`src/rtl/pipelined_decode_ctrl.sv`:
```
// Registered MIPS decode stage: control bundle, load-use stalls, HI/LO occupancy and flush bubbles.
// Optional macro ILLEGAL_TRAP_EN adds the registered IllegalInstr pulse output.
package pipelined_decode_ctrl_pkg;

  localparam logic [5:0] ALU_NOP   = 6'd0;
  localparam logic [5:0] ALU_SLL   = 6'd1;
  localparam logic [5:0] ALU_SRL   = 6'd2;
  localparam logic [5:0] ALU_SRA   = 6'd3;
  localparam logic [5:0] ALU_SLLV  = 6'd4;
  localparam logic [5:0] ALU_SRLV  = 6'd5;
  localparam logic [5:0] ALU_SRAV  = 6'd6;
  localparam logic [5:0] ALU_JR    = 6'd7;
  localparam logic [5:0] ALU_JALR  = 6'd8;
  localparam logic [5:0] ALU_MTHI  = 6'd14;
  localparam logic [5:0] ALU_MTLO  = 6'd15;
  localparam logic [5:0] ALU_MFHI  = 6'd16;
  localparam logic [5:0] ALU_MFLO  = 6'd17;
  localparam logic [5:0] ALU_MULT  = 6'd19;
  localparam logic [5:0] ALU_MULTU = 6'd20;
  localparam logic [5:0] ALU_ADD   = 6'd21;
  localparam logic [5:0] ALU_ADDU  = 6'd22;
  localparam logic [5:0] ALU_SUB   = 6'd23;
  localparam logic [5:0] ALU_SUBU  = 6'd24;
  localparam logic [5:0] ALU_AND   = 6'd25;
  localparam logic [5:0] ALU_OR    = 6'd26;
  localparam logic [5:0] ALU_XOR   = 6'd27;
  localparam logic [5:0] ALU_NOR   = 6'd28;
  localparam logic [5:0] ALU_SLT   = 6'd29;
  localparam logic [5:0] ALU_SLTU  = 6'd30;
  localparam logic [5:0] ALU_MADD  = 6'd31;
  localparam logic [5:0] ALU_MSUB  = 6'd32;
  localparam logic [5:0] ALU_MUL   = 6'd33;
  localparam logic [5:0] ALU_BEQ   = 6'd36;
  localparam logic [5:0] ALU_BNE   = 6'd37;
  localparam logic [5:0] ALU_J     = 6'd38;
  localparam logic [5:0] ALU_JAL   = 6'd39;
  localparam logic [5:0] ALU_LB    = 6'd40;
  localparam logic [5:0] ALU_LH    = 6'd41;
  localparam logic [5:0] ALU_LW    = 6'd43;
  localparam logic [5:0] ALU_LBU   = 6'd44;
  localparam logic [5:0] ALU_LHU   = 6'd45;
  localparam logic [5:0] ALU_SB    = 6'd46;
  localparam logic [5:0] ALU_SH    = 6'd47;
  localparam logic [5:0] ALU_SW    = 6'd48;
  localparam logic [5:0] ALU_ADDI  = 6'd53;
  localparam logic [5:0] ALU_ADDIU = 6'd54;
  localparam logic [5:0] ALU_SLTI  = 6'd55;
  localparam logic [5:0] ALU_SLTIU = 6'd56;
  localparam logic [5:0] ALU_ANDI  = 6'd57;
  localparam logic [5:0] ALU_ORI   = 6'd58;
  localparam logic [5:0] ALU_XORI  = 6'd59;
  localparam logic [5:0] ALU_LUI   = 6'd60;

  // reg_dst: 00 rt, 01 rd, 10 $31. alu_src0: 00 rt, 01 sign-ext imm, 10 zero-ext imm, 11 upper imm.
  // alu_src1: 00 rs, 01 shamt. mem_reg: 00 ALU, 01 memory, 10 link. mux_load/store: 00 word, 01 half, 10 byte.
  typedef struct packed {
    logic [5:0] alu_op;
    logic [1:0] reg_dst;
    logic [1:0] alu_src0;
    logic [1:0] alu_src1;
    logic [1:0] mem_reg;
    logic [1:0] mux_load;
    logic [1:0] mux_store;
    logic       mem_read;
    logic       mem_write;
    logic       reg_write;
    logic       branch;
    logic       jump;
    logic       jreg;
  } ctrl_t;

endpackage

module pipelined_decode_ctrl
  import pipelined_decode_ctrl_pkg::*;
#(
  parameter int unsigned MUL_LATENCY    = 4,
  parameter int unsigned LOAD_USE_DEPTH = 1,
  parameter int unsigned REG_ADDR_W     = 5
) (
  input  logic                  Clk,
  input  logic                  Reset,
  input  logic [31:0]           Instr,
  input  logic                  InstrValid,
  input  logic                  Flush,
  output logic [5:0]            ALUOp,
  output logic [1:0]            RegDst,
  output logic [1:0]            ALUSrc0,
  output logic [1:0]            ALUSrc1,
  output logic [1:0]            MemReg,
  output logic [1:0]            MuxLoad,
  output logic [1:0]            MuxStore,
  output logic                  MemRead,
  output logic                  MemWrite,
  output logic                  RegWrite,
  output logic                  Branch,
  output logic                  JumpControl,
  output logic                  JRegControl,
  output logic [REG_ADDR_W-1:0] WriteReg,
  output logic                  Stall,
  output logic                  MulBusy
`ifdef ILLEGAL_TRAP_EN
  ,
  output logic                  IllegalInstr
`endif
);

  localparam int unsigned LU_W  = 2;
  localparam int unsigned MUL_W = 4;

  logic [5:0]            opcode;
  logic [5:0]            funct;
  logic [REG_ADDR_W-1:0] rs;
  logic [REG_ADDR_W-1:0] rt;
  logic [REG_ADDR_W-1:0] rd;
  logic [REG_ADDR_W-1:0] wr_dec;
  ctrl_t                 dec;
  ctrl_t                 ctrl_q;
  logic                  legal;
  logic                  rt_src;
  logic                  hilo_op;
  logic                  mul_op;
  logic                  lu_hit;
  logic                  lu_trig;
  logic                  mul_stall;
  logic                  issue;
  logic [LU_W-1:0]       lu_cnt;
  logic [LU_W-1:0]       lu_cnt_nxt;
  logic [MUL_W-1:0]      mul_cnt;
  logic [MUL_W-1:0]      mul_cnt_nxt;
  logic                  unused_shamt;

  assign opcode       = Instr[31:26];
  assign funct        = Instr[5:0];
  assign rs           = REG_ADDR_W'(Instr[25:21]);
  assign rt           = REG_ADDR_W'(Instr[20:16]);
  assign rd           = REG_ADDR_W'(Instr[15:11]);
  assign unused_shamt = ^Instr[10:6];

  // Instruction decode; any unrecognised encoding collapses to the all-zero bubble.
  always_comb begin
    dec     = '0;
    legal   = 1'b1;
    rt_src  = 1'b0;
    hilo_op = 1'b0;
    mul_op  = 1'b0;
    case (opcode)
      6'h00: begin
        rt_src        = 1'b1;
        dec.reg_dst   = 2'b01;
        dec.reg_write = 1'b1;
        case (funct)
          6'h00: begin dec.alu_op = ALU_SLL; dec.alu_src1 = 2'b01; end
          6'h02: begin dec.alu_op = ALU_SRL; dec.alu_src1 = 2'b01; end
          6'h03: begin dec.alu_op = ALU_SRA; dec.alu_src1 = 2'b01; end
          6'h04: dec.alu_op = ALU_SLLV;
          6'h06: dec.alu_op = ALU_SRLV;
          6'h07: dec.alu_op = ALU_SRAV;
          6'h08: begin
            dec.alu_op    = ALU_JR;
            dec.reg_write = 1'b0;
            dec.jump      = 1'b1;
            dec.jreg      = 1'b1;
          end
          6'h09: begin
            dec.alu_op  = ALU_JALR;
            dec.mem_reg = 2'b10;
            dec.jump    = 1'b1;
            dec.jreg    = 1'b1;
          end
          6'h10: begin dec.alu_op = ALU_MFHI; hilo_op = 1'b1; end
          6'h11: begin dec.alu_op = ALU_MTHI; dec.reg_write = 1'b0; hilo_op = 1'b1; end
          6'h12: begin dec.alu_op = ALU_MFLO; hilo_op = 1'b1; end
          6'h13: begin dec.alu_op = ALU_MTLO; dec.reg_write = 1'b0; hilo_op = 1'b1; end
          6'h18, 6'h19: begin
            dec.alu_op    = (funct == 6'h18) ? ALU_MULT : ALU_MULTU;
            dec.reg_dst   = 2'b00;
            dec.reg_write = 1'b0;
            hilo_op       = 1'b1;
            mul_op        = 1'b1;
          end
          6'h20: dec.alu_op = ALU_ADD;
          6'h21: dec.alu_op = ALU_ADDU;
          6'h22: dec.alu_op = ALU_SUB;
          6'h23: dec.alu_op = ALU_SUBU;
          6'h24: dec.alu_op = ALU_AND;
          6'h25: dec.alu_op = ALU_OR;
          6'h26: dec.alu_op = ALU_XOR;
          6'h27: dec.alu_op = ALU_NOR;
          6'h2A: dec.alu_op = ALU_SLT;
          6'h2B: dec.alu_op = ALU_SLTU;
          default: legal = 1'b0;
        endcase
      end
      6'h1C: begin
        rt_src  = 1'b1;
        hilo_op = 1'b1;
        mul_op  = 1'b1;
        case (funct)
          6'h00: dec.alu_op = ALU_MADD;
          6'h04: dec.alu_op = ALU_MSUB;
          6'h02: begin
            dec.alu_op    = ALU_MUL;
            dec.reg_dst   = 2'b01;
            dec.reg_write = 1'b1;
          end
          default: legal = 1'b0;
        endcase
      end
      6'h02: begin dec.alu_op = ALU_J; dec.jump = 1'b1; end
      6'h03: begin
        dec.alu_op    = ALU_JAL;
        dec.jump      = 1'b1;
        dec.reg_write = 1'b1;
        dec.reg_dst   = 2'b10;
        dec.mem_reg   = 2'b10;
      end
      6'h04, 6'h05: begin
        dec.alu_op = (opcode == 6'h04) ? ALU_BEQ : ALU_BNE;
        dec.branch = 1'b1;
        rt_src     = 1'b1;
      end
      6'h08, 6'h09, 6'h0A, 6'h0B: begin
        dec.reg_write = 1'b1;
        dec.alu_src0  = 2'b01;
        case (opcode[1:0])
          2'b00:   dec.alu_op = ALU_ADDI;
          2'b01:   dec.alu_op = ALU_ADDIU;
          2'b10:   dec.alu_op = ALU_SLTI;
          default: dec.alu_op = ALU_SLTIU;
        endcase
      end
      6'h0C, 6'h0D, 6'h0E: begin
        dec.reg_write = 1'b1;
        dec.alu_src0  = 2'b10;
        case (opcode[1:0])
          2'b00:   dec.alu_op = ALU_ANDI;
          2'b01:   dec.alu_op = ALU_ORI;
          default: dec.alu_op = ALU_XORI;
        endcase
      end
      6'h0F: begin dec.alu_op = ALU_LUI; dec.reg_write = 1'b1; dec.alu_src0 = 2'b11; end
      6'h20, 6'h21, 6'h23, 6'h24, 6'h25: begin
        dec.mem_read  = 1'b1;
        dec.reg_write = 1'b1;
        dec.alu_src0  = 2'b01;
        dec.mem_reg   = 2'b01;
        case (opcode[2:0])
          3'b000:  begin dec.alu_op = ALU_LB;  dec.mux_load = 2'b10; end
          3'b001:  begin dec.alu_op = ALU_LH;  dec.mux_load = 2'b01; end
          3'b100:  begin dec.alu_op = ALU_LBU; dec.mux_load = 2'b10; end
          3'b101:  begin dec.alu_op = ALU_LHU; dec.mux_load = 2'b01; end
          default: dec.alu_op = ALU_LW;
        endcase
      end
      6'h28, 6'h29, 6'h2B: begin
        dec.mem_write = 1'b1;
        dec.alu_src0  = 2'b01;
        rt_src        = 1'b1;
        case (opcode[1:0])
          2'b00:   begin dec.alu_op = ALU_SB; dec.mux_store = 2'b10; end
          2'b01:   begin dec.alu_op = ALU_SH; dec.mux_store = 2'b01; end
          default: dec.alu_op = ALU_SW;
        endcase
      end
      default: legal = 1'b0;
    endcase
    if (!legal) begin
      dec     = '0;
      rt_src  = 1'b0;
      hilo_op = 1'b0;
      mul_op  = 1'b0;
    end
  end

  always_comb begin
    case (dec.reg_dst)
      2'b01:   wr_dec = rd;
      2'b10:   wr_dec = REG_ADDR_W'(31);
      default: wr_dec = rt;
    endcase
  end

  // Hazard detection against the load sitting in ID/EX, plus HI/LO occupancy.
  assign lu_hit    = ctrl_q.mem_read && ctrl_q.reg_write && (WriteReg != '0) &&
                     ((WriteReg == rs) || (rt_src && (WriteReg == rt)));
  assign lu_trig   = InstrValid && legal && lu_hit;
  assign mul_stall = InstrValid && legal && hilo_op && MulBusy;
  assign Stall     = (lu_cnt != '0) || lu_trig || mul_stall;
  assign issue     = InstrValid && legal && !Flush && !Stall;

  always_comb begin
    lu_cnt_nxt = '0;
    if (Flush)                lu_cnt_nxt = '0;
    else if (lu_cnt != '0)    lu_cnt_nxt = lu_cnt - LU_W'(1);
    else if (lu_trig)         lu_cnt_nxt = LU_W'(LOAD_USE_DEPTH - 1);
  end

  always_comb begin
    mul_cnt_nxt = '0;
    if (issue && mul_op)      mul_cnt_nxt = MUL_W'(MUL_LATENCY);
    else if (mul_cnt != '0)   mul_cnt_nxt = mul_cnt - MUL_W'(1);
  end

  always_ff @(posedge Clk) begin
    if (Reset) begin
      ctrl_q   <= '0;
      WriteReg <= '0;
      lu_cnt   <= '0;
      mul_cnt  <= '0;
      MulBusy  <= 1'b0;
`ifdef ILLEGAL_TRAP_EN
      IllegalInstr <= 1'b0;
`endif
    end else begin
      ctrl_q   <= issue ? dec : '0;
      WriteReg <= issue ? wr_dec : '0;
      lu_cnt   <= lu_cnt_nxt;
      mul_cnt  <= mul_cnt_nxt;
      MulBusy  <= (mul_cnt_nxt != '0);
`ifdef ILLEGAL_TRAP_EN
      IllegalInstr <= InstrValid && !legal && !Flush && !Stall;
`endif
    end
  end

  assign ALUOp       = ctrl_q.alu_op;
  assign RegDst      = ctrl_q.reg_dst;
  assign ALUSrc0     = ctrl_q.alu_src0;
  assign ALUSrc1     = ctrl_q.alu_src1;
  assign MemReg      = ctrl_q.mem_reg;
  assign MuxLoad     = ctrl_q.mux_load;
  assign MuxStore    = ctrl_q.mux_store;
  assign MemRead     = ctrl_q.mem_read;
  assign MemWrite    = ctrl_q.mem_write;
  assign RegWrite    = ctrl_q.reg_write;
  assign Branch      = ctrl_q.branch;
  assign JumpControl = ctrl_q.jump;
  assign JRegControl = ctrl_q.jreg;

endmodule

```
`config.mk`:
```
export PLATFORM = sky130hd
export DESIGN_NAME = pipelined_decode_ctrl
export DESIGN_NICKNAME = d
export VERILOG_FILES = /design/src/rtl/pipelined_decode_ctrl.sv
export SDC_FILE = /design/constraint.sdc
export NUM_CORES = 1
export LEC_CHECK = 0
export CAP_MARGIN = 10
export CORE_MARGIN = 10
export CORE_UTILIZATION = 35
export DETAILED_ROUTE_END_ITERATION = 10
export GPL_TIMING_DRIVEN = 0
export SLEW_MARGIN = 20
export SYNTH_ARGS = -nofsm -noshare
export SYNTH_HDL_FRONTEND = slang
export SYNTH_SLANG_ARGS = --single-unit
```
`constraint.sdc`:
```
create_clock -name Clk -period 4.1 [get_ports Clk]
set_clock_uncertainty 0.05 [all_clocks]
set_input_delay 0.615 -clock Clk [delete_from_list [all_inputs] [get_ports Clk]]
set_output_delay 0.615 -clock Clk [all_outputs]
set_load 0.02 [all_outputs]
```
==> impl_metrics.csv <==
group,metric,value,unit
final_layout,fin_nets,424,
timing,max-slew-margin-rel,58.3,%
yosys,synth_area_leaders,"dfxtp_1 29%, ha_1 5.6%, nor2_1 4.4%",
worst_setup_path,slowest_stage,"clkdlybuf4s50_1",
yosys,syn_inst,314,
clocking,cts.clk_slew.worst_paths,0.07,ns
yosys,synth.net_count,361,
yosys,synth_most_common_cell,"dfxtp_1",
final_layout,area.growth.synth_to_final,31.7,%
global_route,grt_use_total,13.3,%
worst_setup_path,crit_chain,"clkdlybuf4s50_1 > inv_2 > ha_1 > buf_2 > or2_1 > buf_6 > o311ai_4 > nand2_2 > or3_1 > buf_2 > o21ai_1 > o21ai_0 > buf_2",
min_path,hold_class,"flop to flop",
timing,fin_ws,0.171,ns
worst_setup_path,ff2ff_path_depth,7,
pwr,powerDensity,275,mW/mm2
clocking,clk_path_buf_depth,2,
timing,worstMarginPinSlew,0.617,ns
worst_setup_path,path_max_fanout,10,
drt,first_pass_iters,4,
die,die-area,0.0107,mm2
global_route,antenna_found_initial,0,
pwr,clkPwrFrac,30.9,%
min_path,whs_path_depth,1,
final_layout,multi_input_area,0.00155,mm2
clocking,clock-sinks,35,
placement,place.gp.congestion,0.927,
pwr,intPower,0.000622,W
timing,rsz0062_at_grt,"no",
yosys,synth_top_area_share,28.6,%
die,ios,67,
timing,period_share,95.8,%
die,core.rowCount,30,
drt,wirelength,7.32,mm
final_layout,drive_above_1_share,9.26,%
placement,dp_slack,-0.429,ns
yosys,ys_ff_latch,35,
drt,ant_nets,0,
worst_setup_path,arrival,3.26,ns
pwr,leakage,1.18,nW
pwr,ir_worst_vdd,0.0991,mV
timing,period_minus_slack,3.93,ns
clocking,clockRootBuffer,"clkbuf_8",
drt,drc,0,
min_path,hp-start,"lu_cnt[0]",
clocking,cts_hold_buf,0,
worst_setup_path,crit_path_frequent_cell,"buf_2",
status,status,"finished clean",
die,core_area,0.00679,mm2
pwr,finalPower,0.000887,W
die,die_h,104,um
yosys,synth_top_cell_by_area,"dfxtp_1",
timing,setup_violations,0,
worst_setup_path,critical_path_class,"input pin to output port",
yosys,ys_types,58,
global_route,first_global_vias,2407,
final_layout,seq_area,701,um2
clocking,cts_tree,"yes",
yosys,synth-edff-count,0,
clocking,clk_latency,0.28,ns
job,drv_cap,0,
final_layout,nFillCells,714,
drt,drt_iter0_markers,153,
yosys,yosys-top-cells-count,"35 x dfxtp_1, 29 x nor2_1, 23 x nand2_1",
drt,route.vias.total,2489,
timing,fmax,255,MHz
global_route,grt_start_max_net_pins,11,
pwr,combPwrFrac,27.0,%
yosys,synthesis.area,0.00245,mm2
worst_setup_path,slowest_delay,0.54,ns
timing,slew_violations,0,
yosys,ys.flop_type,"dfxtp_1",
clocking,numCtsBuffers,5,
worst_setup_path,critPathRequiredTime,3.43,ns
worst_setup_path,r2r_slack,1.74,ns
clocking,htree_num_levels,2,
yosys,yosysWarnings,0,
worst_setup_path,end_kind,"output port",
drt,vias_per_cell,5.25,
die,initial_core_util,36.0,%
yosys,yosysSeqAreaShare,28.6,%
pwr,p_seq_share,42.1,%
placement,portBuffers,55,
worst_setup_path,cp_top_family,"buffers and inverters",
global_route,grt-ovfl-total,0,
worst_setup_path,start_kind,"input pin",
worst_setup_path,r2r-end,"WriteReg[0]",
global_route,grt_pass1_wl,12.1,mm
pwr,switching_share,29.9,%
placement,place_hpwl,5.68,mm
timing,hold_ws,0.379,ns
worst_setup_path,critPathBufInv,6,
timing,hold_viol_final,0,
yosys,avgSynthCellArea,7.79,um2
min_path,hold_end,"lu_cnt[0]",
drt,wl_per_cell,15.4,um
worst_setup_path,r2r-start,"WriteReg[2]",
die,die_width,104,um
final_layout,diodes,0,
pwr,p_sw,0.000265,W
yosys,synthArstFlopShare,0,%
flip-flops by register name, indices dropped and copies added, names as in the netlist:
name	cells
ALUOp	6
WriteReg	5
mul_cnt	4
ALUSrc0	2
MemReg	2
MuxLoad	2
MuxStore	2
RegDst	2
lu_cnt	2
ALUSrc1	1
Branch	1
JRegControl	1
JumpControl	1
MemRead	1
MemWrite	1
MulBusy	1
RegWrite	1
placed cells by master, fill, tap and decap left out, types with 7 or more instances in the layout:
cell / count
nor2b_1: 15
a21oi_1: 20
nor3_1: 14
clkbuf_1: 14
nand2_1: 22
ha_1: 11
clkdlybuf4s50_1: 53
nor4_1: 11
clkbuf_8: 7
buf_2: 10
inv_1: 18
dfxtp_1: 35
o21ai_0: 15
nor2_1: 28
o22ai_1: 7
per-stage QoR:
step | TNS, ns | utilization, % | area (um2) | instances
after floorplan | 0 | - | 2450 | 314
after global placement | -1.54 | 45.9 | 3120 | 465
after detailed placement | -1.80 | 45.9 | 3120 | 465
after CTS | 0 | 47.5 | 3230 | 474
after global routing | 0 | 47.5 | 3220 | 474
final | 0 | 47.5 | 3220 | 474
layer usage:
layer  track usage, %  wire length [um]  share of wire (%)
met5                0                 0                  0
met2             21.4              3450                 47
met1             17.1              3460                 47
met3             2.79               316                4.3
met4             4.33                90                1.2
cell families after synthesis:
family                   count (synthesis)  share of synthesized area [%]
AND/OR/NAND/NOR                        124                           27.2
AO/OA/AOI/OAI                           86                           25.6
buffers and inverters                   45                           8.44
flip-flops                              35                           28.6
adder cells (fa/ha/maj)                 11                           5.62
XOR/XNOR                                11                           3.94
other                                    1                          0.153
multiplexers                             1                          0.460
worst register-to-register path: stages, from the launching register on:
cell and delay (ns):
dfxtp_1 0.36, or4_1 0.53, o211ai_1 0.23, nor4_1 0.13, a211oi_2 0.35, o211ai_4 0.21, buf_6 0.21, a221oi_1 0.20
worst max-delay path by stage:
stage / depth (start not counted) / end / startpoint
floorplan: 13 / WriteReg[1] / Instr[26]
global placement: 13 / Stall / Instr[26]
detailed placement: 13 / Stall / Instr[26]
CTS: 13 / Stall / Instr[27]
global route: 13 / Stall / Instr[27]
finish: 13 / Stall / Instr[27]
final cells by class:
type | count | share of cell area, %
timing repair buffer | 56 | 17.1
tap | 96 | 3.73
buffer | 26 | 4.19
multi-input combinational | 234 | 47.9
sequential | 35 | 21.7
inverter | 19 | 2.21
clock buffer | 8 | 3.10
power by group through the flow:
stage          logic (W)  clock network, W  registers (W)
6_report        0.000239          0.000274       0.000374
3_3_place_gp    0.000236                 0       0.000382
3_5_place_dp    0.000237                 0       0.000382
4_1_cts         0.000239          0.000280       0.000374
5_1_grt         0.000271          0.000294       0.000377
2_1_floorplan   0.000159                 0       0.000385
what timing repair did:
item	in CTS	in global routing
pin swaps	1	0
buffers inserted	1	0
cloned	0	0
setup endpoints to repair	1	6
resized for setup	5	5
Note: power is estimated with default switching activity, not from simulation.
